<file path="src/rtl/sat_addsub_pipe.sv">
// sat_addsub_pipe: pipelined saturating/wrapping two's-complement add/sub with valid/ready flow control
module sat_addsub_pipe #(
    parameter int WIDTH  = 16,
    parameter int STAGES = 2
) (
    input  logic             clk,
    input  logic             rst,
    input  logic             in_valid,
    output logic             in_ready,
    input  logic [WIDTH-1:0] a,
    input  logic [WIDTH-1:0] b,
    input  logic [1:0]       op,
    output logic             out_valid,
    input  logic             out_ready,
    output logic [WIDTH-1:0] result,
    output logic             flag_v,
    output logic             flag_n,
    output logic             flag_z,
    output logic             ovf_sticky,
    input  logic             clr_sticky
);
    logic [WIDTH-1:0] raw, sat, res;
    logic ovf;
    logic [WIDTH+3:0] stg_in;
    logic [STAGES-1:0][WIDTH+3:0] stg;
    logic [STAGES:0][WIDTH+3:0] chain;
    logic [STAGES:0] go;
    always_comb begin
        raw = op[0] ? a + ~b + WIDTH'(1) : a + b;
        ovf = (op[0] ? a[WIDTH-1] != b[WIDTH-1] : a[WIDTH-1] == b[WIDTH-1]) && raw[WIDTH-1] != a[WIDTH-1];
        sat = {a[WIDTH-1], {(WIDTH-1){~a[WIDTH-1]}}};
        res = (ovf && !op[1]) ? sat : raw;
    end
    // stage word: {valid, v, n, z, result}
    assign stg_in = {in_valid, ovf, res[WIDTH-1], res == '0, res};
    assign chain  = {stg, stg_in};
    always_comb begin
        go[STAGES] = out_ready;
        for (int i = STAGES - 1; i >= 0; i--) go[i] = !stg[i][WIDTH+3] || go[i+1];
    end
    always_ff @(posedge clk) begin
        if (rst) stg <= '0;
        else for (int i = 0; i < STAGES; i++) if (go[i]) stg[i] <= chain[i];
    end
    always_ff @(posedge clk) begin
        if (rst) ovf_sticky <= 1'b0;
        else if (out_valid && out_ready && flag_v) ovf_sticky <= 1'b1;
        else if (clr_sticky) ovf_sticky <= 1'b0;
    end
    assign in_ready = go[0];
    assign {out_valid, flag_v, flag_n, flag_z, result} = stg[STAGES-1];
endmodule

</file>
<file path="config.mk">
export PLATFORM = sky130hd
export DESIGN_NAME = sat_addsub_pipe
export DESIGN_NICKNAME = d
export VERILOG_FILES = /design/src/rtl/sat_addsub_pipe.sv
export SDC_FILE = /design/constraint.sdc
export NUM_CORES = 1
export LEC_CHECK = 0
export ABC_AREA = 0
export ABC_CLOCK_PERIOD_IN_PS = 4320
export BUFFER_PORTS_ARGS = -buffer_cell sky130_fd_sc_hd__buf_2
export CAP_MARGIN = 0
export CORE_UTILIZATION = 50
export CTS_CLUSTER_SIZE = 40
export DETAILED_ROUTE_END_ITERATION = 10
export GPL_TIMING_DRIVEN = 0
export PLACE_DENSITY_LB_ADDON = 0.1
export SLEW_MARGIN = 30
export SYNTH_ARGS = -nofsm -noshare
export SYNTH_HDL_FRONTEND = slang
export SYNTH_SLANG_ARGS = --single-unit
</file>
<file path="constraint.sdc">
create_clock -name clk -period 4.32 [get_ports clk]
set_clock_uncertainty 0.1 [all_clocks]
set_input_delay 0.864 -clock clk [delete_from_list [all_inputs] [get_ports clk]]
set_output_delay 0.864 -clock clk [all_outputs]
set_load 0.02 [all_outputs]
</file>
==> flow_summary_export.csv, run 1 <==
group,metric,value,unit
run_status,outcome,"finished clean",
clocking,cts_resized,0,
drt,drtIter0Drc,114,
logic_synthesis,synthArstFlopShare,0,
placement,hpwl,5.88,mm
floorplanning,pin_count,61,
logic_synthesis,synth_flop_cell,"dfxtp_1",
drt,ant_nets,0,
layout,regArea,781,µm²
sta,fmax,271,MHz
floorplanning,fp.dieW,83.5,µm
global_route,grt_start_max_net_pins,12,
logic_synthesis,yosysWarningCount,0,
worst_setup_path,slowest_stage,"or4_1",
drt,post_drt_via_cell_ratio,5.42,
worst_setup_path,crit_chain,"buf_2, inv_1, ha_1, inv_1, fa_1, a21oi_1, o22ai_1, o32ai_1, xnor2_1, or4_1, nor4b_1, and4_1, nand4_1, nand2_1",
layout,fin_util,0.595,
sta,worstMarginPinSlew,0.540,ns
placement,place_ws,0.364,ns
worst_setup_path,worstSetupEndpointType,"register",
clocking,htreeDepth,2,
power_and_ir_drop,p_per_area,282,nW/µm²
worst_setup_path,crit_arrival,3.82,ns
floorplanning,rows,29,
drt,num_vias,3051,
drt,wl_met1,3.46,mm
clocking,cts_made_buffers,5,
placement,gp_congestion,0.920,
sta,min_period,3.69,ns
logic_synthesis,synth.net_count,492,
logic_synthesis,syn_area_per_cell,7.89,µm²
min_path,min_path_type,"register to register",
layout,multiInputGateArea,2180,µm²
sta,slew_viol_final,0,
logic_synthesis,synth.area.top_cells,"dfxtp_1, ha_1, nand2_1, a21oi_1, buf_4",
layout,finalNetCount,557,
layout,area_growth,14.3,%
worst_setup_path,crit_required,4.45,ns
drt,wl_met3,231,µm
power_and_ir_drop,ir_drop,0.215,mV
worst_setup_path,crit_top_cell,"inv_1",
global_route,grt_pass1_vias,2827,
power_and_ir_drop,p_leak,1.77,nW
sta,finalSetupTns,0,ns
worst_setup_path,crit_fanout,3,
sta,whs,0.350,ns
logic_synthesis,synthDistinctLibCells,70,
logic_synthesis,synthCells,421,
drt,drc,0,
floorplanning,die_area,6980,µm²
sta,setup_viol,0,
clocking,cts-root-buf,"clkbuf_8",
sta,setup_ws,0.634,ns
drt,wl_met2,3.53,mm
clocking,cts_hold_buf,0,
placement,port_buffers,58,
logic_synthesis,ys_ff_latch,39,
floorplanning,start_util,0.520,
global_route,antenna_found_initial,0,
sta,hold_viol_final,0,
clocking,clock_latency,0.28,ns
logic_synthesis,syn_area,3320,µm²
clocking,numClockSinks,39,
global_route,grt.overflow.total,0,
logic_synthesis,yosys.area.top_type,"dfxtp_1",
worst_setup_path,cp-start-kind,"primary input",
power_and_ir_drop,finalPower,1.07,mW
clocking,clkSlewWorstSetupHoldPaths,0.07,ns
drt,routed_wl,7.29,mm
global_route,grt.total_usage,0.211,
global_route,grt_pass1_wl,12.3,mm
sta,slew_headroom,0.639,
drt,post_drt_wl_per_cell,12.9,µm
sta,period_share,0.853,
logic_synthesis,yosysSeqAreaShare,0.235,
flow_run,max-cap-violations,0,
logic_synthesis,synth_edf_count,0,
clocking,clockBufferDepth,2,
layout,fillers,645,
clocking,cts_tree,"done",
clocking,cts_setup_buffers,0,
layout,antenna_cells,0,
floorplanning,core_area,6390,µm²
drt,dr.pass1.iters,4,
sta,rsz0062_at_grt,"no",
worst_setup_path,critPathKind,"primary input to register",
worst_setup_path,cp_slowest_stage_delay,0.55,ns
logic_synthesis,netlist.area_leader.share,0.235,
floorplanning,die_h,83.5,µm
drt,dr.max_layer_used,"met4",
layout,final_layout_size_suffix_gt1_frac,0.235,
==> layout make-up <==
class                   count  share of cell area
plain buffers              38              0.0636
clock buffers               6              0.0217
clock inverters             1             0.00132
inverters                  31              0.0306
multi-input cells         313               0.575
flip-flops and latches     39               0.206
well taps                  77              0.0254
repair buffers             58              0.0764
==> cells by family (layout without fill, tap and decap cells) <==
| family | count (synthesis) | count (layout) | synth area share |
|---|---|---|---|
| mux | 5 | 5 | 0.0154 |
| xor+xnor | 16 | 16 | 0.0422 |
| simple gates | 141 | 141 | 0.217 |
| fa+ha+maj | 32 | 32 | 0.125 |
| buf+inv | 69 | 134 | 0.108 |
| flops | 39 | 39 | 0.235 |
| compound gates | 119 | 119 | 0.258 |
==> Yosys cell counts, types with 3 or more instances <==
| master | number |
|---|---|
| ha_1 | 30 |
| o211ai_1 | 5 |
| o31ai_1 | 3 |
| dfxtp_1 | 39 |
| nand2_1 | 58 |
| nor3_1 | 11 |
| xor2_1 | 4 |
| xnor2_1 | 12 |
| buf_4 | 19 |
| a221oi_1 | 3 |
| a211o_1 | 3 |
| o21ai_0 | 13 |
| mux2i_1 | 4 |
| nor2_1 | 26 |
| nand3_1 | 7 |
| a21o_1 | 4 |
| clkbuf_1 | 11 |
| o21bai_1 | 3 |
| nand2b_1 | 4 |
| inv_1 | 31 |
| a21oi_1 | 39 |
| nor4_4 | 3 |
| nor4_1 | 3 |
| and2_1 | 4 |
| buf_1 | 3 |
| a211oi_1 | 13 |
| nor2b_1 | 5 |
| a211oi_2 | 5 |
| o211a_1 | 4 |
==> worst max-delay path: cells and delay by family <==
family          cells  cell delay, ns
xor+xnor            1            0.16
compound gates      3            0.75
simple gates        5            1.31
buf+inv             3            0.20
fa+ha+maj           2            0.54
==> placed cells by master (no fill, tap or decap), types with 7 or more instances in the layout <==
master,netlist,layout
a211oi_1,13,13
buf_2,2,60
dfxtp_1,39,39
buf_4,19,19
o21ai_0,13,13
nor3_1,11,11
ha_1,30,30
clkbuf_8,1,7
xnor2_1,12,12
inv_1,31,31
nand3_1,7,7
a21oi_1,39,39
nor2_1,26,26
nand2_1,58,58
clkbuf_1,11,11
==> power breakdown <==
part / leakage [nW] / total [mW] / switching [mW] / internal [mW]
Clock: 0.0470 / 0.241 / 0.116 / 0.125
Combinational: 1.40 / 0.409 / 0.229 / 0.180
Sequential: 0.322 / 0.420 / 0.0207 / 0.399
==> stage by stage <==
stage                     instance area [µm²]  cells
final                                    3800    563
after global routing                     3800    563
after CTS                                3800    563
after detailed placement                 3710    556
after global placement                   3710    556
after floorplan                          3320    421
==> sequential cells by signal (all words and copies together), names as in the netlist <==
name	cells
chain	19
result	15
flag_n	1
flag_v	1
flag_z	1
out_valid	1
ovf_sticky	1
==> layer usage <==
metal,global-route usage,vias up
li1,-,1597
met1,0.252,1383
met2,0.394,64
met3,0.0267,7
met4,0.0570,0
met5,0,-
==> worst paths after layout <==
path,slack (ns),endpoint,cells past startpoint,start
hold reg to reg,0.35,result[4],2,result[4]
setup / recovery,0.63,chain[36],14,a[0]
hold / removal,0.35,result[4],2,result[4]
setup reg to reg,2.33,chain[20],8,out_valid
Power figures use the tool's default switching activity.
==> run 2: changes to the inputs <==
- BUFFER_PORTS_ARGS: -buffer_cell sky130_fd_sc_hd__buf_2 -> not set
- DONT_BUFFER_PORTS: not set -> 1
==> run 2 against run 1 <==
  * Sequential share of layout area is 1.6 points higher
  * Flip-flop and latch count stayed put
  * Utilization is 4.3 points lower
  * Hold slack better by 0.0037 ns
  * First-iteration DRC count is 18% higher
  * Power hardly changed
  * Wire length is 0.23% higher
  * Count of clock-buffer cells in the layout is 1 higher
  * Clock power is 13% higher
  * Design area is 7.2% lower
  * Die area stayed put
  * Register-to-register slack worse by 0.09 ns
  * Largest cell class unchanged
==> flow_summary_export.csv, run 2 (synthesized netlist as in run 1, its figures left out) <==
group,metric,value,unit
sta,fmax,283,MHz
layout,antenna_cells,0,
power_and_ir_drop,ir_drop,0.235,mV
power_and_ir_drop,p_per_area,304,nW/µm²
clocking,clock_latency,0.29,ns
clocking,numClockSinks,39,
global_route,grt_pass1_wl,12.5,mm
drt,drtIter0Drc,135,
clocking,cts_made_buffers,5,
power_and_ir_drop,p_leak,1.52,nW
clocking,cts_resized,0,
worst_setup_path,critPathKind,"primary input to register",
sta,finalSetupTns,0,ns
sta,slew_viol_final,0,
drt,routed_wl,7.31,mm
layout,multiInputGateArea,2180,µm²
layout,area_growth,6.02,%
drt,num_vias,2883,
clocking,htreeDepth,2,
global_route,antenna_found_initial,0,
sta,setup_ws,0.781,ns
worst_setup_path,crit_fanout,8,
clocking,cts-root-buf,"clkbuf_8",
clocking,clkSlewWorstSetupHoldPaths,0.08,ns
floorplanning,core_area,6390,µm²
sta,slew_headroom,0.570,
drt,post_drt_wl_per_cell,14.4,µm
floorplanning,die_area,6980,µm²
worst_setup_path,cp_slowest_stage_delay,0.54,ns
drt,post_drt_via_cell_ratio,5.70,
clocking,clockBufferDepth,2,
layout,layout_commonest_cell,"nand2_1",
global_route,grt.total_usage,0.216,
worst_setup_path,crit_required,4.46,ns
sta,hold_viol_final,0,
clocking,cts_hold_buf,0,
flow_run,max-cap-violations,0,
global_route,grt_pass1_vias,2736,
layout,fillers,665,
layout,largest_reg_flops,19,
clocking,cts_setup_buffers,0,
worst_setup_path,crit_chain,"inv_1, ha_1, buf_4, and2b_2, a2111oi_0, o32ai_1, xnor2_1, or4_1, nor4b_1, and4_1, nand4_1, nand2_1",
clocking,cts_tree,"done",
sta,setup_viol,0,
min_path,min_path_type,"register to register",
worst_setup_path,crit_buf_inv,2,
drt,drc,0,
global_route,grt_start_max_net_pins,13,
floorplanning,pin_count,61,
worst_setup_path,slowest_stage,"or4_1",
placement,gp_congestion,0.842,
drt,ant_nets,0,
sta,worstMarginPinSlew,0.645,ns
placement,port_buffers,0,
floorplanning,die_h,83.5,µm
worst_setup_path,critPathTopFamily,"simple AND/OR/NAND/NOR gates",
placement,hpwl,5.82,mm
sta,period_share,0.819,
placement,place_ws,0.528,ns
global_route,grt.overflow.total,0,
run_status,outcome,"finished clean",
floorplanning,start_util,0.520,
layout,fin_util,0.552,
sta,rsz0062_at_grt,"no",
layout,regArea,781,µm²
layout,finalNetCount,499,
floorplanning,fp.dieW,83.5,µm
layout,most-common-layout-cells,"nand2_1, a21oi_1, dfxtp_1",
layout,final_layout_size_suffix_gt1_frac,0.133,
worst_setup_path,cp-start-kind,"primary input",
worst_setup_path,crit_arrival,3.68,ns
floorplanning,rows,29,
drt,dr.pass1.iters,4,
sta,min_period,3.54,ns
worst_setup_path,worstSetupEndpointType,"register",
[run 2: worst paths after layout]
| kind | start | to | slack (ns) | depth (start not counted) |
|---|---|---|---|---|
| setup / recovery | b[4] | chain[36] | 0.78 | 12 |
| hold / removal | result[7] | result[7] | 0.35 | 2 |
| setup reg to reg | out_valid | chain[29] | 2.24 | 8 |
| hold reg to reg | result[7] | result[7] | 0.35 | 2 |
[run 2: metrics by stage]
step,total power [mW],std cells,instance area (µm²),hold slack (ns)
floorplan,0.735,421,3320,0.330
finish,1.07,506,3520,0.354
detailed placement,0.803,498,3420,0.347
global route,1.14,506,3520,0.374
CTS,1.08,506,3520,0.357
global placement,0.797,498,3420,0.339
[run 2: final cells by class]
class / count / share of cell area
multi-input combinational: 313 / 0.620
sequential: 39 / 0.222
buffer: 38 / 0.0685
inverter: 31 / 0.0330
clock buffer: 7 / 0.0273
tap: 77 / 0.0273
clock inverter: 1 / 0.00213
[run 2: worst min-delay path: cells and delay by family, from the launching register on]
family | cells | cell delay, ns
flops | 1 | 0.31
simple gates | 1 | 0.05
compound gates | 1 | 0.05
[run 2: where the power goes]
| part | internal, mW | switching (mW) |
|---|---|---|
| logic | 0.160 | 0.215 |
| registers | 0.399 | 0.0229 |
| clock network | 0.145 | 0.128 |
| total | 0.704 | 0.366 |
[run 2: metal layers]
layer / vias to the layer above / share of wire / wire, µm / global-route usage
li1: 1482 / - / - / -
met1: 1335 / 0.45 / 3320 / 0.267
met2: 59 / 0.50 / 3620 / 0.387
met3: 7 / 0.036 / 264 / 0.0287
met4: 0 / 0.013 / 98 / 0.0693
met5: - / 0 / 0 / 0
==> run 3: changes to the inputs <==
- ABC_CLOCK_PERIOD_IN_PS: 4320 -> 2900
- clock period: 4.32 -> 2.9 ns (I/O delays scaled with it)
==> run 3 against run 2 <==
  * The run now ends with setup timing left
  * Hold slack got worse by 0.025 ns
  * Setup slack worse by 0.84 ns
  * Via count increased by 2.9%
  * Clock power increased by 25%
  * First-iteration DRC count is 12% lower
  * Global-route usage up 0.50 points
  * Design area increased by 12%
  * Power up 55%
  * Largest cell class unchanged
==> flow_summary_export.csv, run 3 (synthesized netlist as in run 1, its figures left out) <==
group,metric,value,unit
run_status,outcome,"finished, violations left",
run_status,violations,"setup timing",
power_and_ir_drop,p_leak,1.62,nW
worst_setup_path,worstSetupEndpointType,"register",
drt,num_vias,2968,
floorplanning,start_util,0.520,
placement,dp.cells,498,
global_route,grt.total_usage,0.221,
floorplanning,core_area,6390,µm²
worst_setup_path,r2r_cells,7,
worst_setup_path,timing.rr.end,"chain[28]",
floorplanning,pin_count,61,
floorplanning,rows,29,
global_route,antenna_found_initial,0,
min_path,holdPathStages,2,
power_and_ir_drop,ir_drop,0.450,mV
layout,layout_commonest_cell,"nand2_1",
power_and_ir_drop,p_per_area,421,nW/µm²
worst_setup_path,cp-startpoint,"b[1]",
floorplanning,die_area,6980,µm²
layout,largest_reg_flops,19,
drt,drtIter0Drc,119,
placement,gp_congestion,0.894,
layout,final_layout_size_suffix_gt1_frac,0.251,
drt,dr.pass1.iters,4,
clocking,clkSlewWorstSetupHoldPaths,0.07,ns
flow_run,max-cap-violations,0,
layout,antenna_cells,0,
worst_setup_path,cp-start-kind,"primary input",
sta,hold_viol_final,0,
sta,slew_viol_final,0,
worst_setup_path,crit_arrival,3.10,ns
placement,hpwl,5.88,mm
global_route,grt_pass1_wl,13.0,mm
sta,min_period,2.96,ns
sta,rsz0062_at_grt,"yes",
clocking,clock_latency,0.28,ns
clocking,cts-root-buf,"clkbuf_8",
worst_setup_path,crit_fanout,6,
placement,place_ws,-0.516,ns
layout,area_growth,18.8,%
drt,post_drt_via_cell_ratio,5.71,
placement,port_buffers,0,
worst_setup_path,ff2ff_setup_slack,0.76,ns
power_and_ir_drop,finalPower,1.66,mW
sta,whs,0.329,ns
clocking,clockBufferDepth,2,
layout,most-common-layout-cells,"nand2_1, dfxtp_1, a21oi_1",
sta,setup_ws,-0.0621,ns
layout,fin_cells,520,
worst_setup_path,crit_required,3.03,ns
global_route,grt_start_max_net_pins,12,
layout,finalNetCount,513,
drt,routed_wl,7.74,mm
placement,placed_area,3570,µm²
sta,setup_viol,3,
sta,finalSetupTns,-0.110,ns
clocking,cts_made_buffers,5,
sta,period_share,1.02,
layout,fin_area,3950,µm²
drt,post_drt_wl_per_cell,14.9,µm
min_path,min_path_type,"primary input to register",
global_route,grt.overflow.total,0,
sta,worstMarginPinSlew,0.710,ns
drt,drc,0,
layout,fin_util,0.618,
drt,ant_nets,0,
clocking,cts_hold_buf,0,
sta,fmax,338,MHz
worst_setup_path,timing.rr.start,"out_valid",
min_path,hold_path_end,"chain[39]",
floorplanning,fp.dieW,83.5,µm
worst_setup_path,critPathKind,"primary input to register",
sta,slew_headroom,0.526,
clocking,htreeDepth,2,
min_path,holdCritStartpoint,"in_valid",
clocking,cts_tree,"done",
floorplanning,die_h,83.5,µm
clocking,numClockSinks,39,
global_route,grt_pass1_vias,2917,
## run 3: changes by cell type in the layout (fill, tap and decap cells not counted), moves of 3 or more
cell,before,now
buf_4,19,31
ha_1,30,21
a211oi_1,13,5
a211oi_2,5,13
ha_4,0,6
a21oi_1,39,34
inv_1,31,26
a21oi_2,1,5
buf_6,2,5
ha_2,0,3
## run 3: how the worst max path moves through the flow
| stage | slack (ns) | to |
|---|---|---|
| after floorplan | -0.12 | chain[36] |
| after global placement | -0.49 | chain[36] |
| after detailed placement | -0.52 | chain[36] |
| after CTS | -0.03 | chain[36] |
| after global routing | -0.18 | chain[36] |
| final | -0.06 | chain[36] |
## run 3: layer usage
| layer | GRT usage | up-vias | wire [µm] |
|---|---|---|---|
| li1 | - | 1509 | - |
| met1 | 0.276 | 1381 | 3490 |
| met2 | 0.399 | 70 | 3830 |
| met3 | 0.0317 | 8 | 314 |
| met4 | 0.0555 | 0 | 95 |
| met5 | 0 | - | 0 |
## run 3: worst max-delay path: stages
cell        delay (ns)
clkinvlp_4        0.09
ha_4              0.28
and2b_2           0.23
o311ai_4          0.42
a211oi_2          0.14
a211oi_2          0.34
a211oi_4          0.13
buf_4             0.17
mux2_4            0.32
a2111oi_4         0.20
nand4_1           0.13
nand2_1           0.07
## run 3: report_power, final
| part | total (mW) | leakage [nW] | internal, mW | switching (mW) |
|---|---|---|---|---|
| Sequential | 0.629 | 0.322 | 0.595 | 0.0347 |
| Combinational | 0.690 | 1.25 | 0.318 | 0.372 |
| Clock | 0.342 | 0.0422 | 0.169 | 0.173 |
## run 3: layout make-up
type                       instances  area (µm²)
clock inverter                     1        5.00
buffer                            37         244
multi-input combinational        313        2480
sequential                        39         781
inverter                          31         153
tap                               77        96.3
fill                             586        2440
timing repair buffer              15         116
clock buffer                       7        76.3
## run 3: timing repair
| action | CTS | global route |
|---|---|---|
| buffers inserted | 7 | 7 |
| pin swaps | 12 | 15 |
| gates cloned | 1 | 0 |
| resized for setup | 14 | 17 |
| setup endpoints to repair | 15 | 17 |
